## src/rtl/uart_rx.sv

```systemverilog
// UART serial receiver: 2-flop synchroniser, frame FSM, read-data/status outputs for the CSR block.
// Define UART_RX_MAJORITY_EN for 2-of-3 majority sampling around each nominal sample cycle.
module uart_rx #(
  parameter int DATA_WIDTH    = 32,
  parameter int MIN_DATA_BITS = 5,
  parameter int MAX_DATA_BITS = 9
) (
  input  logic                  clk,
  input  logic                  rst_n,
  input  logic                  rx_i,
  input  logic [DATA_WIDTH-1:0] baud_rate_i,
  input  logic [3:0]            data_bits_i,
  input  logic                  parity_en_i,
  input  logic                  odd_parity_i,
  input  logic                  read_ack_i,
  output logic [DATA_WIDTH-1:0] data_o,
  output logic                  data_valid_o,
  output logic                  parity_error_o,
  output logic                  data_bits_error_o,
  output logic                  busy_o
);

  typedef enum logic [2:0] {
    S_IDLE, S_START, S_DATA, S_PARITY, S_STOP, S_WAIT_IDLE
  } state_e;

  localparam logic [3:0]            MIN_DB   = 4'(MIN_DATA_BITS);
  localparam logic [3:0]            MAX_DB   = 4'(MAX_DATA_BITS);
  localparam logic [DATA_WIDTH-1:0] MIN_P    = DATA_WIDTH'(4);
  localparam logic [DATA_WIDTH-1:0] ONE      = DATA_WIDTH'(1);

  state_e                   state_q, state_d;
  logic                     sync1_q, sync2_q, prev_q;
  logic [DATA_WIDTH-1:0]    cnt_q, cnt_d;
  logic [DATA_WIDTH-1:0]    period_q, period_d;
  logic [3:0]               nbits_q, nbits_d;
  logic                     pe_q, pe_d, odd_q, odd_d;
  logic [3:0]               bit_cnt_q, bit_cnt_d;
  logic [MAX_DATA_BITS-1:0] shreg_q, shreg_d;
  logic                     frame_perr_q, frame_perr_d;
  logic [DATA_WIDTH-1:0]    data_q, data_d;
  logic                     valid_q, valid_d, perr_q, perr_d;

  logic                     sample;
  logic [DATA_WIDTH-1:0]    period_eff;
  logic [DATA_WIDTH-1:0]    start_load;

`ifdef UART_RX_MAJORITY_EN
  // hist_q[0] is the line one cycle ago, hist_q[1] two cycles ago; decision lands at nominal +1
  logic [1:0] hist_q;
  assign sample     = (hist_q[1] & hist_q[0]) | (hist_q[1] & sync2_q) | (hist_q[0] & sync2_q);
  assign start_load = period_eff >> 1;
`else
  assign sample     = sync2_q;
  assign start_load = (period_eff >> 1) - ONE;
`endif

  assign period_eff        = (baud_rate_i < MIN_P) ? MIN_P : baud_rate_i;
  assign data_bits_error_o = (data_bits_i < MIN_DB) || (data_bits_i > MAX_DB);

  always_comb begin
    state_d      = state_q;
    cnt_d        = cnt_q;
    period_d     = period_q;
    nbits_d      = nbits_q;
    pe_d         = pe_q;
    odd_d        = odd_q;
    bit_cnt_d    = bit_cnt_q;
    shreg_d      = shreg_q;
    frame_perr_d = frame_perr_q;
    data_d       = data_q;
    valid_d      = valid_q;
    perr_d       = perr_q;

    if (read_ack_i) begin
      valid_d = 1'b0;
      perr_d  = 1'b0;
    end

    case (state_q)
      S_IDLE: begin
        if (!data_bits_error_o && prev_q && !sync2_q) begin
          state_d      = S_START;
          cnt_d        = start_load;
          period_d     = period_eff;
          nbits_d      = data_bits_i;
          pe_d         = parity_en_i;
          odd_d        = odd_parity_i;
          bit_cnt_d    = 4'd0;
          shreg_d      = '0;
          frame_perr_d = 1'b0;
        end
      end
      S_START: begin
        if (cnt_q != '0) cnt_d = cnt_q - ONE;
        else if (!sample) begin
          state_d   = S_DATA;
          cnt_d     = period_q - ONE;
          bit_cnt_d = 4'd0;
        end else begin
          state_d = S_IDLE;
        end
      end
      S_DATA: begin
        if (cnt_q != '0) cnt_d = cnt_q - ONE;
        else begin
          shreg_d[bit_cnt_q] = sample;
          cnt_d              = period_q - ONE;
          if (bit_cnt_q == nbits_q - 4'd1) state_d = pe_q ? S_PARITY : S_STOP;
          else bit_cnt_d = bit_cnt_q + 4'd1;
        end
      end
      S_PARITY: begin
        if (cnt_q != '0) cnt_d = cnt_q - ONE;
        else begin
          frame_perr_d = sample ^ (^shreg_q) ^ odd_q;
          cnt_d        = period_q - ONE;
          state_d      = S_STOP;
        end
      end
      S_STOP: begin
        if (cnt_q != '0) cnt_d = cnt_q - ONE;
        else if (sample) begin
          // completion overrides a same-cycle read_ack and overwrites any unread word
          data_d  = DATA_WIDTH'(shreg_q);
          valid_d = 1'b1;
          perr_d  = pe_q & frame_perr_q;
          state_d = S_IDLE;
        end else begin
          state_d = S_WAIT_IDLE;
        end
      end
      S_WAIT_IDLE: begin
        if (sync2_q) state_d = S_IDLE;
      end
      default: state_d = S_IDLE;
    endcase
  end

  always_ff @(posedge clk or negedge rst_n) begin
    if (!rst_n) begin
      state_q      <= S_IDLE;
      sync1_q      <= 1'b1;
      sync2_q      <= 1'b1;
      prev_q       <= 1'b1;
      cnt_q        <= '0;
      period_q     <= MIN_P;
      nbits_q      <= MIN_DB;
      pe_q         <= 1'b0;
      odd_q        <= 1'b0;
      bit_cnt_q    <= 4'd0;
      shreg_q      <= '0;
      frame_perr_q <= 1'b0;
      data_q       <= '0;
      valid_q      <= 1'b0;
      perr_q       <= 1'b0;
    end else begin
      state_q      <= state_d;
      sync1_q      <= rx_i;
      sync2_q      <= sync1_q;
      prev_q       <= sync2_q;
      cnt_q        <= cnt_d;
      period_q     <= period_d;
      nbits_q      <= nbits_d;
      pe_q         <= pe_d;
      odd_q        <= odd_d;
      bit_cnt_q    <= bit_cnt_d;
      shreg_q      <= shreg_d;
      frame_perr_q <= frame_perr_d;
      data_q       <= data_d;
      valid_q      <= valid_d;
      perr_q       <= perr_d;
    end
  end

`ifdef UART_RX_MAJORITY_EN
  always_ff @(posedge clk or negedge rst_n) begin
    if (!rst_n) hist_q <= 2'b11;
    else        hist_q <= {hist_q[0], sync2_q};
  end
`endif

  assign data_o         = data_q;
  assign data_valid_o   = valid_q;
  assign parity_error_o = perr_q;
  assign busy_o         = (state_q != S_IDLE);

endmodule

```

## config.mk

```make
export PLATFORM = sky130hd
export DESIGN_NAME = uart_rx
export DESIGN_NICKNAME = d
export VERILOG_FILES = /design/src/rtl/uart_rx.sv
export SDC_FILE = /design/constraint.sdc
export NUM_CORES = 1
export LEC_CHECK = 0
export ABC_AREA = 1
export CORE_ASPECT_RATIO = 1.4
export CORE_UTILIZATION = 30
export DETAILED_ROUTE_END_ITERATION = 7
export SYNTH_ARGS = -nofsm -noshare
export SYNTH_HDL_FRONTEND = slang
export SYNTH_SLANG_ARGS = --single-unit
```

## constraint.sdc

```tcl
create_clock -name clk -period 2.24 [get_ports clk]
set_clock_uncertainty 0.15 [all_clocks]
set_input_delay 0.448 -clock clk [delete_from_list [all_inputs] [get_ports clk]]
set_output_delay 0.448 -clock clk [all_outputs]
set_load 0.02 [all_outputs]
```

==> run metrics <==
ANT cells 0; Starting Density 30.7%; I/O Buffers 54; max_slew headroom 63.3%; ANT nets after route 0; post-synth top area cell dfrtp_1; status finished, violations left; first-pass GRT wire length 48.0 mm; worst endpoint required time 2.40 ns; DP Area 10,400 sq um; drt first-iter violations 505; sequential area share after synthesis 31.4%; CP arrival 2.59 ns; failing checks negative setup slack; # clock sinks 101; Avg Cell Area, Syn 6.52 sq um; DRC viols 0; Fin. Hold Viols 0; H-tree depth 3; synth warn 0; Synth Register Bits 101; WP depth 23; CTS tree built; Root Buffer clkbuf_16; Pre-antenna DRT Iters 6; Setup WS pre-CTS -1.18 ns; Top FF cell, synth dfrtp_1; Die ar. 27,600 sq um; largest net degree at the start of global routing 39; Post-Route WL 31.0 mm; CP Capture Type register; CTS clk-pin slew, worst paths 0.08 ns; Critical R2R Launch period_q[4]; Yosys cell types 49; DIE HEIGHT 196 microns; minimum clock period after layout 2.43 ns; vias in the first global route 9,203; max-slew violation count 0; Congestion Overflow GR 0; Worst VDD drop 616 uV; number of enable flip-flop cells after synthesis 0; initial antenna violation count 0; Vias/cell 4.87; measured slew at the worst slew-check pin 0.546 ns; synth cell count leaders nand2_1 (339), nor2_1 (197), inv_1 (147), dfrtp_1 (95), nand3_1 (87); min-delay src sync1_q; Setup TNS -1.36 ns; mapped cell area 8080 sq um; CP most frequent cell nor2_4; Synth top area share 29.4%; Worst Hold End sample; Hold WC Path Type reg2reg; slowest stage delay, CP 0.20 ns; Buf/Inv on CP 5; Total GRT Usage 22.9%; Finish-stage setup viols 14; Syn Inst Count 1,239; Critical Path Fanout Max 4; Max Cap Violations 0; cts bufs inserted 9; Pwr Density 1020 nW/um^2; Cell Count, Final, Fillers Out 1,852; unrepaired setup endpoints after global routing true; core area 26,300 sq um; I/O pin count 78; async set-or-reset flop fraction in the synthesized netlist 100%; capturing point of the worst reg2reg path cnt_q[29]; Largest delay share family, worst path simple AND/OR/NAND/NOR gates; fin nets 1,573; gpl congestion 0.955; R2R setup slack 0.02 ns; # placed instances 1,777; via count 9,013; proportion of layout cells with a drive suffix above 1 30.1%; Peak Freq 0.412 GHz; slowest CP cell nor2_4; hold path depth 0; # fillers 2,668; total design power 0.0119 W; Clk Latency, worst-skew pair 0.36 ns; critical path class in2reg; Post-Layout Inst Area 11,600 sq um; routed len/inst 16.7 microns; count leader, synth nand2_1; die width 141 microns; Setup crit start kind input pin; Worst Reg2Reg Path Length in Cells 12; leading post-synthesis cells by cell area dfrtp_1 (29%), nand2_1 (16%), nor2_1 (9.2%), inv_1 (6.8%), xor2_1 (5.6%); Layout area overhead 43.9%; Tcrit/Tclk final 108%; row count 70; Leak 5.74 nW; final HPWL from detailed placement 24.4 mm; Clock Tree Buf Depth 2; critical-path cell list buf_2, nor2_4, nand2_2, nor2_4, nand2_4, nor2_4, nor2_4, inv_2, ha_4, inv_2, nor2_4, nand2_2, nor2_4, inv_2, nor2_4, nand2_2, inv_2, nand2_2, nand2_1, nand3_1, nand3_1, nand2_1, nand2_1; final worst slack -0.190 ns
[cell families (layout without fill, tap and decap cells)]
kind of cell    after synthesis  after routing  synth area share (%)
compound gates              146            146                  10.0
xor+xnor                     68             68                  7.38
fa+ha+maj                     8              8                  1.24
buf+inv                     206            473                  11.2
flops                       101            101                  31.4
mux                           9              9                  1.26
other cells                   1             23                0.0464
simple gates                700            700                  37.4
[through the flow]
step | util (%) | hold WS (ns)
after global routing | 44.2 | 0.215
after CTS | 42.3 | 0.208
after global placement | 39.4 | 0.196
final | 44.2 | 0.207
after detailed placement | 39.4 | 0.198
after floorplan | - | 0.00241
[worst max path at each step]
stage,slack [ns],to,from
final,-0.19,cnt_q[28],baud_rate_i[23]
after global routing,-0.31,cnt_q[28],baud_rate_i[4]
after CTS,-0.09,cnt_q[24],baud_rate_i[8]
after detailed placement,-1.18,cnt_q[28],baud_rate_i[31]
after global placement,-1.16,cnt_q[28],baud_rate_i[29]
after floorplan,-0.22,cnt_q[28],baud_rate_i[9]
[placed cells by master, fill, tap and decap left out, types with 3 or more instances in the layout]
| cell type | n |
|---|---|
| nand2_1 | 308 |
| buf_4 | 231 |
| nor2_1 | 151 |
| inv_1 | 130 |
| dfrtp_1 | 95 |
| nand3_1 | 77 |
| o21ai_0 | 71 |
| xor2_1 | 49 |
| nor2_4 | 33 |
| o21ai_1 | 32 |
| nand2_2 | 27 |
| buf_6 | 25 |
| nand4_1 | 23 |
| conb_1 | 23 |
| nor2_2 | 22 |
| clkdlybuf4s50_1 | 21 |
| inv_2 | 16 |
| xnor2_1 | 16 |
| buf_2 | 14 |
| a21oi_1 | 13 |
| nand2_4 | 12 |
| nand3_2 | 11 |
| nor3_1 | 11 |
| clkbuf_16 | 10 |
| o211ai_1 | 9 |
| mux2_1 | 9 |
| inv_4 | 7 |
| ha_1 | 6 |
| dfstp_2 | 6 |
| buf_12 | 6 |
| or2_2 | 4 |
| nor2_8 | 3 |
| nand3_4 | 3 |
| and2_1 | 3 |
| xor2_2 | 3 |
| nand3b_1 | 3 |
| o22ai_1 | 3 |
[state kept, by name, indices dropped and copies added, names as in the netlist]
name	cells
bit_cnt_q	4
cnt_q	32
data_o	9
data_valid_o	1
frame_perr_q	1
nbits_q	4
odd_q	1
parity_error_o	1
pe_q	1
period_q	32
prev_q	1
sample	1
shreg_q	9
state_q	3
sync1_q	1
[repair_timing]
| action | 4_1_cts | 5_1_grt |
|---|---|---|
| cloned | 0 | 1 |
| pin swaps | 65 | 72 |
| gates resized for setup | 214 | 99 |
| endpoints found under the setup margin | 36 | 61 |
| buffers inserted | 40 | 21 |
| hold buffers | 1 | 0 |
| hold endpoints to repair | 21 | 0 |
[cell type report]
cell class,instances,area [sq um],share of cell area (%)
Clock buffer,11,243,2.09
Clock inverter,5,58.8,0.506
Inverter,154,601,5.17
Multi-Input combinational cell,954,5280,45.5
Sequential cell,101,2530,21.8
Tap cell,324,405,3.49
Timing Repair Buffer,303,2490,21.5
[power breakdown]
| part | total [W] | switching (W) | internal [W] |
|---|---|---|---|
| clock network | 0.00167 | 0.000769 | 0.000902 |
| logic | 0.00697 | 0.00404 | 0.00293 |
| registers | 0.00324 | 0.000704 | 0.00254 |
| total | 0.0119 | 0.00552 | 0.00637 |
[per-layer routing]
layer | vias to the layer above | part of all wire (%) | track usage [%]
li1 | 4437 | - | -
met1 | 4234 | 37 | 23.5
met2 | 254 | 54 | 44.2
met3 | 88 | 3.0 | 1.78
met4 | 0 | 5.9 | 14.4
met5 | - | 0 | 0
[worst reg2reg max path, delay by kind of cell (launching register included)]
family	cells	cell delay [ns]
DFF	1	0.43
and+or+nand+nor	11	1.34
AOI/OAI and AO/OA	1	0.21
(Power assumes the default switching activity.)
